`src/rtl/glitch_sweep.sv`:
```
// Glitch parameter sweep sequencer: steps delay (inner loop) and width (outer loop) and fires one attempt per point.
// Optional build macro SWEEP_TRIGGER_EN gates each attempt on a rising edge of the external trig input.
module glitch_sweep (
    input  logic        clk_in,
    input  logic        rst,
    input  logic        start,
    input  logic        abort,
    input  logic [15:0] delay_min,
    input  logic [15:0] delay_max,
    input  logic [15:0] delay_step,
    input  logic [7:0]  width_min,
    input  logic [7:0]  width_max,
    input  logic [7:0]  width_step,
    input  logic [7:0]  mode_cfg,
    input  logic [15:0] holdoff,
    input  logic        trig,
    input  logic        gl_ready,
    output logic [15:0] gl_delay,
    output logic [7:0]  gl_width,
    output logic [7:0]  gl_mode,
    output logic        gl_en,
    output logic        busy,
    output logic        done,
    output logic        cfg_err,
    output logic [23:0] attempt_cnt
);

    typedef enum logic [2:0] {
        IDLE = 3'd0,
        ARM  = 3'd1,
        FIRE = 3'd2,
        WAIT = 3'd3,
        HOLD = 3'd4,
        STEP = 3'd5
    } state_t;

    state_t      state_reg, state_next;
    logic        done_next;

    logic [15:0] dmin_reg, dmax_reg, dstep_reg, holdoff_reg, hold_cnt_reg;
    logic [7:0]  wmax_reg, wstep_reg;
    logic [15:0] delay_reg;
    logic [7:0]  width_reg, mode_reg;
    logic        en_reg, done_reg, cfg_err_reg, wait_first_reg;
    logic [23:0] cnt_reg;

    logic [16:0] delay_sum;
    logic [8:0]  width_sum;
    logic        delay_wrap, width_wrap, cfg_ok, accept, fire_ok;

    // Wider sums make a carry out of the field look like "past the maximum".
    assign delay_sum  = {1'b0, delay_reg} + {1'b0, dstep_reg};
    assign width_sum  = {1'b0, width_reg} + {1'b0, wstep_reg};
    assign delay_wrap = (dstep_reg == 16'd0) || (delay_sum > {1'b0, dmax_reg});
    assign width_wrap = (wstep_reg == 8'd0)  || (width_sum > {1'b0, wmax_reg});
    assign cfg_ok     = (delay_min <= delay_max) && (width_min <= width_max);
    assign accept     = (state_reg == IDLE) && start && !abort;

`ifdef SWEEP_TRIGGER_EN
    logic trig_d1_reg, trig_d2_reg, trig_seen_reg, trig_rise;

    assign trig_rise = trig_d1_reg & ~trig_d2_reg;
    assign fire_ok   = gl_ready && (trig_rise || trig_seen_reg);

    // Only edges observed while armed count; a level held from before ARM does not.
    always_ff @(posedge clk_in) begin
        if (rst) begin
            trig_d1_reg   <= 1'b0;
            trig_d2_reg   <= 1'b0;
            trig_seen_reg <= 1'b0;
        end else begin
            trig_d1_reg <= trig;
            trig_d2_reg <= trig_d1_reg;
            if (state_reg != ARM)
                trig_seen_reg <= 1'b0;
            else if (trig_rise)
                trig_seen_reg <= 1'b1;
        end
    end
`else
    logic unused_trig;
    assign unused_trig = trig;
    assign fire_ok     = gl_ready;
`endif

    always_ff @(posedge clk_in) begin
        if (rst)
            state_reg <= IDLE;
        else
            state_reg <= state_next;
    end

    always_comb begin
        state_next = state_reg;
        done_next  = 1'b0;
        if (abort && (state_reg != IDLE)) begin
            state_next = IDLE;
            done_next  = 1'b1;
        end else begin
            case (state_reg)
                IDLE: begin
                    if (accept && cfg_ok)
                        state_next = ARM;
                    else if (accept)
                        done_next = 1'b1;
                end
                ARM:  if (fire_ok) state_next = FIRE;
                FIRE: state_next = WAIT;
                WAIT: begin
                    if (!wait_first_reg && gl_ready)
                        state_next = (holdoff_reg == 16'd0) ? STEP : HOLD;
                end
                HOLD: if (hold_cnt_reg == 16'd1) state_next = STEP;
                STEP: begin
                    if (delay_wrap && width_wrap) begin
                        state_next = IDLE;
                        done_next  = 1'b1;
                    end else begin
                        state_next = ARM;
                    end
                end
                default: state_next = IDLE;
            endcase
        end
    end

    always_ff @(posedge clk_in) begin
        if (rst) begin
            dmin_reg       <= '0;
            dmax_reg       <= '0;
            dstep_reg      <= '0;
            holdoff_reg    <= '0;
            hold_cnt_reg   <= '0;
            wmax_reg       <= '0;
            wstep_reg      <= '0;
            delay_reg      <= '0;
            width_reg      <= '0;
            mode_reg       <= '0;
            en_reg         <= 1'b0;
            done_reg       <= 1'b0;
            cfg_err_reg    <= 1'b0;
            wait_first_reg <= 1'b0;
            cnt_reg        <= '0;
        end else begin
            en_reg         <= (state_next == FIRE);
            done_reg       <= done_next;
            wait_first_reg <= (state_reg == FIRE);

            if (accept) begin
                cfg_err_reg <= !cfg_ok;
                dmin_reg    <= delay_min;
                dmax_reg    <= delay_max;
                dstep_reg   <= delay_step;
                wmax_reg    <= width_max;
                wstep_reg   <= width_step;
                holdoff_reg <= holdoff;
                delay_reg   <= delay_min;
                width_reg   <= width_min;
                mode_reg    <= mode_cfg;
            end

            if ((state_reg == FIRE) && (cnt_reg != 24'hFFFFFF))
                cnt_reg <= cnt_reg + 24'd1;

            if ((state_reg == WAIT) && (state_next == HOLD))
                hold_cnt_reg <= holdoff_reg;
            else if (state_reg == HOLD)
                hold_cnt_reg <= hold_cnt_reg - 16'd1;

            // Parameters only move in STEP, so they stay put from ARM through WAIT.
            if ((state_reg == STEP) && (state_next == ARM)) begin
                if (delay_wrap) begin
                    delay_reg <= dmin_reg;
                    width_reg <= width_sum[7:0];
                end else begin
                    delay_reg <= delay_sum[15:0];
                end
            end
        end
    end

    assign gl_delay    = delay_reg;
    assign gl_width    = width_reg;
    assign gl_mode     = mode_reg;
    assign gl_en       = en_reg;
    assign busy        = (state_reg != IDLE);
    assign done        = done_reg;
    assign cfg_err     = cfg_err_reg;
    assign attempt_cnt = cnt_reg;

endmodule

```
`config.mk`:
```
export PLATFORM = sky130hd
export DESIGN_NAME = glitch_sweep
export DESIGN_NICKNAME = d
export VERILOG_FILES = /design/src/rtl/glitch_sweep.sv
export SDC_FILE = /design/constraint.sdc
export NUM_CORES = 1
export LEC_CHECK = 0
export ABC_AREA = 1
export ABC_CLOCK_PERIOD_IN_PS = 7500
export BUFFER_PORTS_ARGS = -buffer_cell sky130_fd_sc_hd__clkbuf_2
export CAP_MARGIN = 5
export CORE_MARGIN = 8
export CORE_UTILIZATION = 55
export CTS_CLUSTER_DIAMETER = 30
export DETAILED_ROUTE_END_ITERATION = 7
export PLACE_DENSITY = 0.79
export REMOVE_ABC_BUFFERS = 1
export SLEW_MARGIN = 20
export SYNTH_ARGS = -nofsm -noshare
export SYNTH_HDL_FRONTEND = slang
export SYNTH_SLANG_ARGS = --single-unit
```
`constraint.sdc`:
```
create_clock -name clk_in -period 7.5 [get_ports clk_in]
set_input_delay 1.125 -clock clk_in [delete_from_list [all_inputs] [get_ports clk_in]]
set_output_delay 1.125 -clock clk_in [all_outputs]
set_load 0.005 [all_outputs]
```
==> impl_results.md <==
- Leak pwr: 0.005286 µW
- Largest register FFs: 24
- Biggest area consumer among synthesized cells: dfxtp_1
- RSZ-0062 raised after global routing: no
- Clock Tree Root: clkbuf_16
- Total power: 2198 µW
- Worst slack, placed: 2.819 ns
- Core Area: 0.01641 mm²
- Setup_tns: 0 ns
- Vias: 8,698
- Fraction of layout cells with a size suffix above 1: 0.1654
- Deepest clock path buffer count: 2
- Top cell type's share of synthesized area: 0.3492
- Die H: 144.7 µm
- Pin count of the biggest net entering global routing: 111
- Area of the mapped netlist: 0.009115 mm²
- Critical Path AT: 5.02 ns
- Fmax: 210.9 MHz
- Skew final: 0.01119 ns
- Asr flop ratio synth: 0
- Drt pass-1 iters: 5
- Drt first-iter violations: 508
- Clock latency on the worst-skew pair: 0.43 ns
- Most common cell after layout, fill and taps aside: nand2_1
- Flip-flop and latch count after synthesis: 159
- Final worst-path cycle share: 0.6322
- Gr usage total: 0.2302
- Post-CTS Resized: 0
- Hold slack: 0.4616 ns
- Max-slew headroom: 0.3206
- Max Slew Vio Count: 0
- VDD IR max: 0.1560 mV
- Area Growth Syn to Fin: 15.98%
- CTS tree: yes
- Post-CTS Setup Inserts: 0
- Fin crit period: 4.742 ns
- HP Class: reg -> reg
- Register area share after synthesis: 0.3492
- Largest cells by area after synthesis: dfxtp_1 35%, nand2_1 11%, ha_1 10%
- Synth warn: 0
- Avg Inst Size Synth: 7.033 µm²
- Critical path endpoint category: register
- DRT Wirelength: 23.43 mm
- Clock slew at reported path FFs: 0.07 ns
- Netlist cell types: 49
- Leading cell types in the layout, fill and taps excluded: 259 x nand2_1, 160 x clkbuf_2, 159 x dfxtp_1
- Post-synth EDFFs: 0
- Per-cell routed wire length: 14.05 µm
- IO buf count: 160
- Die X: 144.7 µm
- Vias in the first global route: 8,483
- Power Dens Cells: 207.9 mW/mm²
- DP HPWL: 17.01 mm
- CP Data Required Time: 7.78 ns
- Worst Max-Slew Pin Slew: 1.016 ns
- Worst-path fanout max: 32
- Final layout net count: 1,611
- First-pass GRT wire length: 38.78 mm
- Critical path class: reg -> reg
- Gate Count Post-Synth: 1,296
- Final setup vio count: 0
- Num ports: 162
- Number of antenna violations at the first check in global routing: 1
- # hold bufs at CTS: 0
- Via density: 5.218
- TritonCTS Buffers: 17
- Startpoint Class: register
- Clk sinks: 159
- Initial Util: 0.5556
- Area of the die: 0.02095 mm²
- Final Core Density: 0.6443
- Setup ws final: 2.758 ns
- Placer's final routability congestion estimate: 0.8968
- Cell Rows: 47
- Synth Flop Type: dfxtp_1
- Max cap viols: 0
- Status: finished, final reports clean
- H-tree level count: 4
- Post-DRT Antenna Nets: 0
- Hold Fails Final Rpt: 0
- # DRC: 0
- Grt ovf: 0
final timing paths:
check	from	end	slack, ns	cells past startpoint
worst max-delay path	gl_delay[0]$_SDFFE_PP0P_	gl_delay[8]$_SDFFE_PP0P_	2.76	27
worst min-delay path	dmin_reg[11]$_SDFFE_PP0P_	dmin_reg[11]$_SDFFE_PP0P_	0.46	2
worst max register to register	gl_delay[0]$_SDFFE_PP0P_	gl_delay[8]$_SDFFE_PP0P_	2.76	27
worst min register to register	dmin_reg[11]$_SDFFE_PP0P_	dmin_reg[11]$_SDFFE_PP0P_	0.46	2
cells by family (layout without fill, tap and decap cells):
family / after synthesis / count (layout) / synth area share
buffers and inverters: 214 / 363 / 0.09485
other: 0 / 2 / 0
XOR/XNOR: 29 / 29 / 0.02787
AO/OA/AOI/OAI: 293 / 293 / 0.1706
adder cells (fa/ha/maj): 77 / 77 / 0.1073
multiplexers: 2 / 2 / 0.002196
flip-flops: 159 / 159 / 0.3492
AND/OR/NAND/NOR: 522 / 522 / 0.2479
report_power, final:
group	switching (µW)	internal, µW
clock	368	470
sequential	33.6	892
combinational	274	161
per-layer routing:
layer / global-route usage / vias to the layer above / share of wire
met1: 0.2827 / 3937 / 0.44
met5: 0 / - / 0
met4: 0.08927 / 0 / 0.022
li1: - / 4507 / -
met3: 0.05052 / 30 / 0.054
met2: 0.3860 / 224 / 0.48
cell usage after synthesis, types with 2 or more instances:
library cell / instances
a21o_1: 3
a21oi_1: 139
a221oi_1: 3
a31oi_1: 4
buf_2: 7
buf_4: 4
buf_6: 5
clkbuf_1: 32
clkinv_1: 2
dfxtp_1: 159
fa_1: 2
ha_1: 75
inv_1: 158
inv_2: 6
mux2i_1: 2
nand2_1: 259
nand2_2: 8
nand2_8: 2
nand3_1: 43
nand3_2: 4
nand4_1: 14
nor2_1: 151
nor2_2: 5
nor3_1: 14
nor3_2: 2
nor3b_2: 3
nor4_1: 10
o211ai_1: 2
o21a_1: 6
o21ai_0: 119
o21ai_1: 4
o21ai_2: 3
o21bai_1: 2
or2_2: 2
xnor2_1: 7
xor2_1: 22
worst max-delay path, stage by stage, from the launching register on:
cell and delay [ns]:
dfxtp_1 0.33, ha_1 0.23, fa_1 0.42, nand3_1 0.10
nand3_2 0.09, a21oi_2 0.21, o21ai_2 0.09, nand2_2 0.08
nand2_1 0.08, nand2_1 0.07, nand2_1 0.07, xor2_1 0.19
ha_1 0.27, a21oi_1 0.18, o21a_1 0.15, nand2_1 0.05
nand2_1 0.06, nand2_1 0.06, nand2_1 0.06, nand2_1 0.04
nand2_1 0.08, nand2_2 0.31, nand2_2 0.16, nand2_2 0.07
nand2_4 0.14, nand3_2 0.51, o21ai_0 0.40, a21oi_1 0.07
per-stage QoR:
stage	cells	area [µm²]
after floorplan	1248	8874
after detailed placement	1633	9995
after global placement	1633	9995
after global routing	1666	10570
after CTS	1665	10570
final	1667	10570
layout make-up:
cell class,count,area [µm²]
clock buffer,18,439.2
timing repair buffer,165,838.3
inverter,166,624.3
clock inverter,14,132.6
tap,220,275.3
antenna,2,5.005
fill,1479,5836
multi-input combinational,923,5074
sequential,159,3183
Note: power is estimated with default switching activity, not from simulation.
